--- config.mk ---
export PLATFORM = sky130hd
export DESIGN_NAME = parking_occupancy_ctrl
export DESIGN_NICKNAME = d
export VERILOG_FILES = /design/src/rtl/parking_occupancy_ctrl.sv
export SDC_FILE = /design/constraint.sdc
export NUM_CORES = 1
export LEC_CHECK = 0
export BUFFER_PORTS_ARGS = -buffer_cell sky130_fd_sc_hd__buf_2
export CORE_MARGIN = 3
export CORE_UTILIZATION = 45
export DETAILED_ROUTE_END_ITERATION = 7
export PLACE_DENSITY_LB_ADDON = 0.15
export RECOVER_POWER = 100
export SLEW_MARGIN = 10
export SYNTH_ARGS = -nofsm -noshare
export SYNTH_HDL_FRONTEND = slang
export SYNTH_SLANG_ARGS = --single-unit
--- constraint.sdc ---
create_clock -name clk -period 1.7 [get_ports clk]
set_input_delay 0.34 -clock clk [delete_from_list [all_inputs] [get_ports clk]]
set_output_delay 0.34 -clock clk [all_outputs]
set_load 0.01 [all_outputs]
--- src/rtl/parking_occupancy_ctrl.sv ---
// Parking front end: turns entry/exit request edges into a registered occupancy
// vector, allocates the lowest free spot per entry and times the barrier gate.
module parking_occupancy_ctrl #(
    parameter int GATE_CYCLES = 8
) (
    input  logic       clk,
    input  logic       rst,
    input  logic       enter_req,
    input  logic       exit_req,
    input  logic [1:0] exit_spot,
    output logic [3:0] occ,
    output logic       enter_grant,
    output logic [1:0] enter_spot,
    output logic       enter_deny,
    output logic       exit_ack,
    output logic       exit_err,
    output logic       gate_open,
    output logic       busy
);

    typedef enum logic {IDLE, GATE} state_t;

    state_t     state;
    logic       enter_q, exit_q;
    logic       enter_pend, exit_pend;
    logic [1:0] exit_spot_q;
    logic [7:0] gate_cnt;

    logic enter_edge, exit_edge;
    logic serve_exit, serve_enter;

    function automatic logic [1:0] lowest_free(input logic [3:0] v);
        if (!v[0])      return 2'd0;
        else if (!v[1]) return 2'd1;
        else if (!v[2]) return 2'd2;
        else            return 2'd3;
    endfunction

    always_comb begin
        enter_edge  = enter_req & ~enter_q;
        exit_edge   = exit_req & ~exit_q;
        serve_exit  = (state == IDLE) && exit_pend;
        serve_enter = (state == IDLE) && !exit_pend && enter_pend;
    end

    always_ff @(posedge clk) begin
        if (rst) begin
            state       <= IDLE;
            enter_q     <= 1'b0;
            exit_q      <= 1'b0;
            enter_pend  <= 1'b0;
            exit_pend   <= 1'b0;
            exit_spot_q <= 2'd0;
            gate_cnt    <= 8'd0;
            occ         <= 4'b0000;
            enter_spot  <= 2'd0;
            enter_grant <= 1'b0;
            enter_deny  <= 1'b0;
            exit_ack    <= 1'b0;
            exit_err    <= 1'b0;
            gate_open   <= 1'b0;
            busy        <= 1'b0;
        end else begin
            enter_q     <= enter_req;
            exit_q      <= exit_req;
            enter_grant <= 1'b0;
            enter_deny  <= 1'b0;
            exit_ack    <= 1'b0;
            exit_err    <= 1'b0;

            // A new edge landing on the cycle its latch is served is kept, not lost.
            enter_pend <= enter_edge | (enter_pend & ~serve_enter);
            exit_pend  <= exit_edge | (exit_pend & ~serve_exit);
            if (exit_edge && (!exit_pend || serve_exit))
                exit_spot_q <= exit_spot;

            case (state)
                IDLE: begin
                    if (serve_exit) begin
                        if (occ[exit_spot_q]) begin
                            occ       <= occ & ~(4'b0001 << exit_spot_q);
                            exit_ack  <= 1'b1;
                            gate_cnt  <= 8'(GATE_CYCLES);
                            gate_open <= 1'b1;
                            busy      <= 1'b1;
                            state     <= GATE;
                        end else begin
                            exit_err <= 1'b1;
                        end
                    end else if (serve_enter) begin
                        if (occ != 4'b1111) begin
                            occ         <= occ | (4'b0001 << lowest_free(occ));
                            enter_spot  <= lowest_free(occ);
                            enter_grant <= 1'b1;
                            gate_cnt    <= 8'(GATE_CYCLES);
                            gate_open   <= 1'b1;
                            busy        <= 1'b1;
                            state       <= GATE;
                        end else begin
                            enter_deny <= 1'b1;
                        end
                    end
                end
                GATE: begin
                    if (gate_cnt == 8'd1) begin
                        gate_open <= 1'b0;
                        busy      <= 1'b0;
                        state     <= IDLE;
                    end else begin
                        gate_cnt <= gate_cnt - 8'd1;
                    end
                end
                default: state <= IDLE;
            endcase
        end
    end

endmodule

==> results of run 1 <==
## registers in the layout, summed over array words and instances (netlist names), 2 cells and up
| register | flops |
|---|---|
| enter_spot | 2 |
| exit_spot_q | 2 |
| gate_cnt | 8 |
| occ | 4 |
## path summary, 6_finish.rpt
path	slack [ns]	cells after the start	to	from
setup / recovery	0.08	6	gate_cnt[1]	gate_cnt[1]
hold / removal	0.25	3	exit_spot_q[1]	exit_spot[1]
setup reg to reg	0.08	6	gate_cnt[1]	gate_cnt[1]
hold reg to reg	0.47	2	enter_spot[0]	enter_spot[0]
## stage by stage
| step | instances | total power [mW] | area, sq um |
|---|---|---|---|
| final | 183 | 1.29 | 1400 |
| after global routing | 183 | 1.37 | 1400 |
| after CTS | 183 | 1.31 | 1420 |
| after detailed placement | 179 | 1.00 | 1390 |
| after global placement | 179 | 0.996 | 1390 |
| after floorplan | 136 | 0.926 | 1270 |
## cells in the final DEF, fill, tap and decap left out, drive strengths merged
cell type / instances
dfxtp: 26
clkbuf: 17
a21oi: 14
nand2: 10
nor2: 10
buf: 9
nand3: 7
inv: 6
nand2b: 5
mux2i: 5
nor3: 5
nor2b: 4
a311oi: 4
o31ai: 3
o21ai: 3
o311ai: 3
nor4: 2
or2b: 2
ha: 2
nand4: 2
nor3b: 2
a31oi: 1
nand3b: 1
nor4b: 1
a211oi: 1
or4: 1
and2: 1
o211a: 1
a21o: 1
or3: 1
and3: 1
a221oi: 1
and3b: 1
## report_power, final
part           total [mW]  internal (mW)  leakage, nW  switching [mW]
registers           0.711          0.652        0.213          0.0591
clock network       0.305          0.131       0.0210           0.174
logic               0.276          0.125        0.271           0.150
## worst max-delay path: cells and delay by family (launching register included)
kind | cells | cell delay (ns)
buffers and inverters | 1 | 0.10
flip-flops | 1 | 0.35
AO/OA/AOI/OAI | 1 | 0.08
adder cells (fa/ha/maj) | 1 | 0.18
AND/OR/NAND/NOR | 3 | 0.82
## cell type report
cell class	instances	area [sq um]
clock buffers	4	36.3
fillers	249	1170
inverters	6	22.5
multi-input cells	95	681
flip-flops and latches	26	523
well taps	30	37.5
repair buffers	22	98.8
## per-layer routing
metal,up-vias,part of all wire [%]
li1,521,-
met1,466,52
met2,22,42
met3,2,5.2
met4,0,1.0
met5,-,0
## repair_timing
item | 4_1_cts | 5_1_grt
endpoints found under the setup margin | 0 | 3
setup buffers | 0 | 0
resized for setup | 0 | 2
## kinds of logic (layout without fill, tap and decap cells)
group                    after synthesis  after routing  share of synthesized area (%)
adder cells (fa/ha/maj)                2              2                           1.97
buffers and inverters                 15             32                           5.13
flip-flops                            26             26                           41.1
AO/OA/AOI/OAI                         32             32                           20.6
AND/OR/NAND/NOR                       56             56                           27.2
multiplexers                           5              5                           3.95
==> results.json, run 1 <==
{
  "status": "finished, final reports clean",
  "avgRoutedWirePerCell_um": 13.4,
  "synth_cell_types": 42,
  "cts_num_sinks": 26,
  "synth.area.top_cells": "dfxtp_1 41%, a21oi_1 5.5%, mux2i_1 3.9%, a311oi_2 3.6%, nand2_1 3.0%",
  "power.density_mw_per_mm2": 924,
  "cp_slowest_cell": "dfxtp_2",
  "grt_use_met2_pct": 22.7,
  "dieArea_sq_mm": 0.00349,
  "report.final.slew_viol_count": 0,
  "cp.arrival_ns": 1.85,
  "clk_latency_ns": 0.32,
  "die_h_um": 59.1,
  "syn_to_final_growth_pct": 10.4,
  "cts_tree": "yes",
  "ys_ff_latch": 26,
  "cp_data_required_time_ns": 1.93,
  "rsz0062_at_grt": "false",
  "start_kind": "flop",
  "yosysTopAreaCell": "dfxtp_1",
  "setup_viol": 0,
  "grt_max_degree": 21,
  "max_stage_delay_ns": 0.35,
  "busiest_layer": "met2",
  "path_clk_slew_ns": 0.14,
  "num_rows": 18,
  "setup_tns_ns": 0,
  "viasPerCell": 5.52,
  "path_max_fanout": 5,
  "cts_buffer_depth": 2,
  "layout.nets": 162,
  "synth-edff-count": 0,
  "met3_usage_pct": 3.92,
  "detail_route.first_pass.iterations": 4,
  "hold_ws_ns": 0.249,
  "ant_nets": 0,
  "dp_hpwl_um": 1800,
  "grt_pass1_wl_um": 4040,
  "synthFlopType": "dfxtp_1",
  "max_slew_margin_pct": 64.6,
  "ir_drop_v": 0.000623,
  "portBuffers": 17,
  "maxCapViolCount": 0,
  "clock_skew_ns": 0.00932,
  "tightest_slew_ns": 0.529,
  "hp-class": "in -> reg",
  "routed-via-count": 1011,
  "cts_hold_buf": 0,
  "yosysMostFrequentCell": "dfxtp_1",
  "endpoint_kind": "flop",
  "fin_crit_sh_pct": 95.0,
  "syn_inst": 136,
  "grtUsageTotal_pct": 15.0,
  "syn_nets": 144,
  "timing.fmax_mhz": 619,
  "synth.cell_area_sq_mm": 0.00127,
  "gp_congestion": 0.847,
  "p_leak_nw": 0.505,
  "grt_pass1_vias": 904,
  "fin_ws_ns": 0.0845,
  "start_util_pct": 49.4,
  "synth_top_area_share_pct": 41.1,
  "critical_path_class": "reg -> reg",
  "async_flop_share_pct": 0,
  "syn_area_per_cell_sq_um": 9.32,
  "post-route-util_pct": 54.5,
  "grt_overflow": 0,
  "drt_iter0_drc": 50,
  "hold_violations": 0,
  "antenna_cells": 0,
  "path_cells": "inv_1 -> ha_1 -> nor4b_4 -> nand3_2 -> or3_1 -> o311ai_1",
  "synth_common_cells": "26 x dfxtp_1, 14 x a21oi_1, 10 x nand2_1, 10 x nor2_1",
  "ioPinCount": 18,
  "drc": 0,
  "drive_gt1_share_pct": 17.6,
  "synth_warnings": 0,
  "pre_cts_ws_ns": 0.0857,
  "die_w_um": 59.1,
  "coreArea_sq_mm": 0.00257,
  "root_buffer": "clkbuf_4",
  "grt_util_met1_pct": 20.4,
  "final.min_clock_period_ns": 1.62,
  "antenna_found_initial": 0,
  "wl_um": 2450,
  "htree_levels": 1,
  "ys_seq_area_share_pct": 41.1,
  "numCtsBuffers": 3
}
No activity file was read; power rests on OpenSTA's default activity.
==> run 2, diff against run 1 <==
==> constraint.sdc (replaced) <==
create_clock -name clk -period 1.7 [get_ports clk]
set_input_delay 0.34 -clock clk [delete_from_list [all_inputs] [get_ports clk]]
set_output_delay 0.34 -clock clk [all_outputs]
set_load 0.1 [all_outputs]
==> run 2 against run 1 <==
Net effect: flip-flop and latch count stayed put; design area is 0.72% higher; clock power is 9.8% lower; non-clock buffer count is 1 lower; global-route usage is 0.51 points higher; cell count is 0.55% lower; first-iteration DRC count is 18% lower; die area stayed put; hold slack worse by 0.013 ns.
==> results.json, run 2 (same netlist as run 1, synthesis figures left out) <==
{
  "grt_pass1_vias": 917,
  "fin_ws_ns": 0.102,
  "wl_um": 2450,
  "grt_overflow": 0,
  "layout_common_cells": "20 x dfxtp_1, 14 x a21oi_1, 12 x clkbuf_2",
  "final.min_clock_period_ns": 1.60,
  "power.density_mw_per_mm2": 951,
  "die_h_um": 59.1,
  "portBuffers": 17,
  "clk_latency_ns": 0.32,
  "worstRegToRegCells": 6,
  "ant_nets": 0,
  "start_util_pct": 49.4,
  "timing.fmax_mhz": 626,
  "cts_hold_buf": 0,
  "p_int_mw": 0.871,
  "min_to": "exit_q",
  "cts_num_sinks": 26,
  "largest_registers": "gate_cnt x8, occ x4",
  "r2r_end": "gate_cnt[4]",
  "dieArea_sq_mm": 0.00349,
  "htree_levels": 1,
  "cp.arrival_ns": 1.26,
  "grtUsageTotal_pct": 15.5,
  "routed-via-count": 1030,
  "endpoint_kind": "output pin",
  "r2r-start": "gate_cnt[1]",
  "viasPerCell": 5.66,
  "maxCapViolCount": 0,
  "tightest_slew_ns": 0.542,
  "sequentialPowerShare_pct": 53.2,
  "hp-class": "in -> reg",
  "root_buffer": "clkbuf_4",
  "cts_buffer_depth": 2,
  "detail_route.first_pass.iterations": 4,
  "dp_hpwl_um": 1780,
  "report.final.slew_viol_count": 0,
  "min_from": "exit_req",
  "antenna_cells": 0,
  "p_leak_nw": 0.536,
  "setup_tns_ns": 0,
  "start_kind": "flop",
  "syn_to_final_growth_pct": 11.2,
  "numCtsBuffers": 3,
  "ioPinCount": 18,
  "grt_pass1_wl_um": 4180,
  "ff2ff_setup_slack_ns": 0.13,
  "cp_slowest_cell": "clkbuf_2",
  "fin_crit_sh_pct": 94.0,
  "clock_skew_ns": 0.00313,
  "hold_depth": 2,
  "critical_path_class": "reg -> out",
  "hold_ws_ns": 0.236,
  "path_max_fanout": 8,
  "p_clk_share_pct": 20.5,
  "rsz0062_at_grt": "false",
  "swShare_pct": 35.0,
  "max_stage_delay_ns": 0.49,
  "layout.nets": 161,
  "max_slew_margin_pct": 64.0,
  "regMostFlops": "gate_cnt",
  "hold_violations": 0,
  "p_comb_share_pct": 26.3,
  "drc": 0,
  "worst-path-buf-inv": 1,
  "path_cells": "clkbuf_2",
  "coreArea_sq_mm": 0.00257,
  "cpLargestDelayFamily": "buffers and inverters",
  "drt_iter0_drc": 41,
  "num_rows": 18,
  "cp_data_required_time_ns": 1.36,
  "antenna_found_initial": 0,
  "drive_gt1_share_pct": 27.6,
  "layout_commonest_cell": "dfxtp_1",
  "ir_drop_v": 0.000540,
  "pre_cts_ws_ns": 0.0959,
  "largest_register_ff_count": 8,
  "switching_power_mw": 0.468,
  "path_clk_slew_ns": 0.13,
  "gp_congestion": 0.859,
  "crit_cells": 1,
  "die_w_um": 59.1,
  "avgRoutedWirePerCell_um": 13.5,
  "status": "finished, final reports clean",
  "cts_tree": "yes",
  "grt_max_degree": 22,
  "setup_viol": 0
}
==> run 2: final cells by class <==
| cell class | instances | area (sq um) |
|---|---|---|
| timing repair buffer | 21 | 111 |
| tap | 30 | 37.5 |
| fill | 252 | 1160 |
| inverter | 6 | 22.5 |
| clock buffer | 4 | 26.3 |
| multi-input combinational | 95 | 681 |
| sequential | 26 | 531 |
==> run 2: timing repair <==
action / in CTS / in global routing
buffers inserted: 0 / 1
endpoints found under the setup margin: 0 / 3
gates resized for setup: 0 / 4
==> run 2: power by group through the flow <==
| stage | registers (mW) | clock network, mW | logic, mW |
|---|---|---|---|
| 2_1_floorplan | 0.768 | 0 | 0.236 |
| 3_3_place_gp | 0.722 | 0 | 0.348 |
| 3_5_place_dp | 0.724 | 0 | 0.353 |
| 4_1_cts | 0.710 | 0.281 | 0.353 |
| 5_1_grt | 0.722 | 0.314 | 0.385 |
| 6_report | 0.712 | 0.275 | 0.352 |
==> run 2: worst max-delay path by stage <==
stage	from	to	slack, ns
6_report	occ[1]	occ[1]	0.10
5_1_grt	gate_cnt[1]	gate_cnt[4]	0.02
4_1_cts	gate_cnt[0]	busy	0.06
3_5_place_dp	gate_cnt[0]	busy	0.1
3_3_place_gp	gate_cnt[0]	busy	0.19
2_1_floorplan	occ[1]	busy	0.04
==> run 2: layer usage <==
layer / global-route usage, % / wire length, um / up-vias
met2: 22.7 / 1060 / 25
met4: 6.15 / 29 / 0
li1: - / - / 525
met5: 0 / 0 / -
met3: 2.61 / 109 / 4
met1: 22.4 / 1250 / 476
==> run 2: metrics by stage <==
step | instance area, sq um | utilization (%) | cells | power (mW)
after detailed placement | 1380 | 53.7 | 177 | 1.08
after CTS | 1410 | 54.7 | 181 | 1.34
after global placement | 1380 | 53.7 | 177 | 1.07
after floorplan | 1280 | - | 136 | 1.00
after global routing | 1410 | 54.9 | 182 | 1.42
final | 1410 | 54.9 | 182 | 1.34
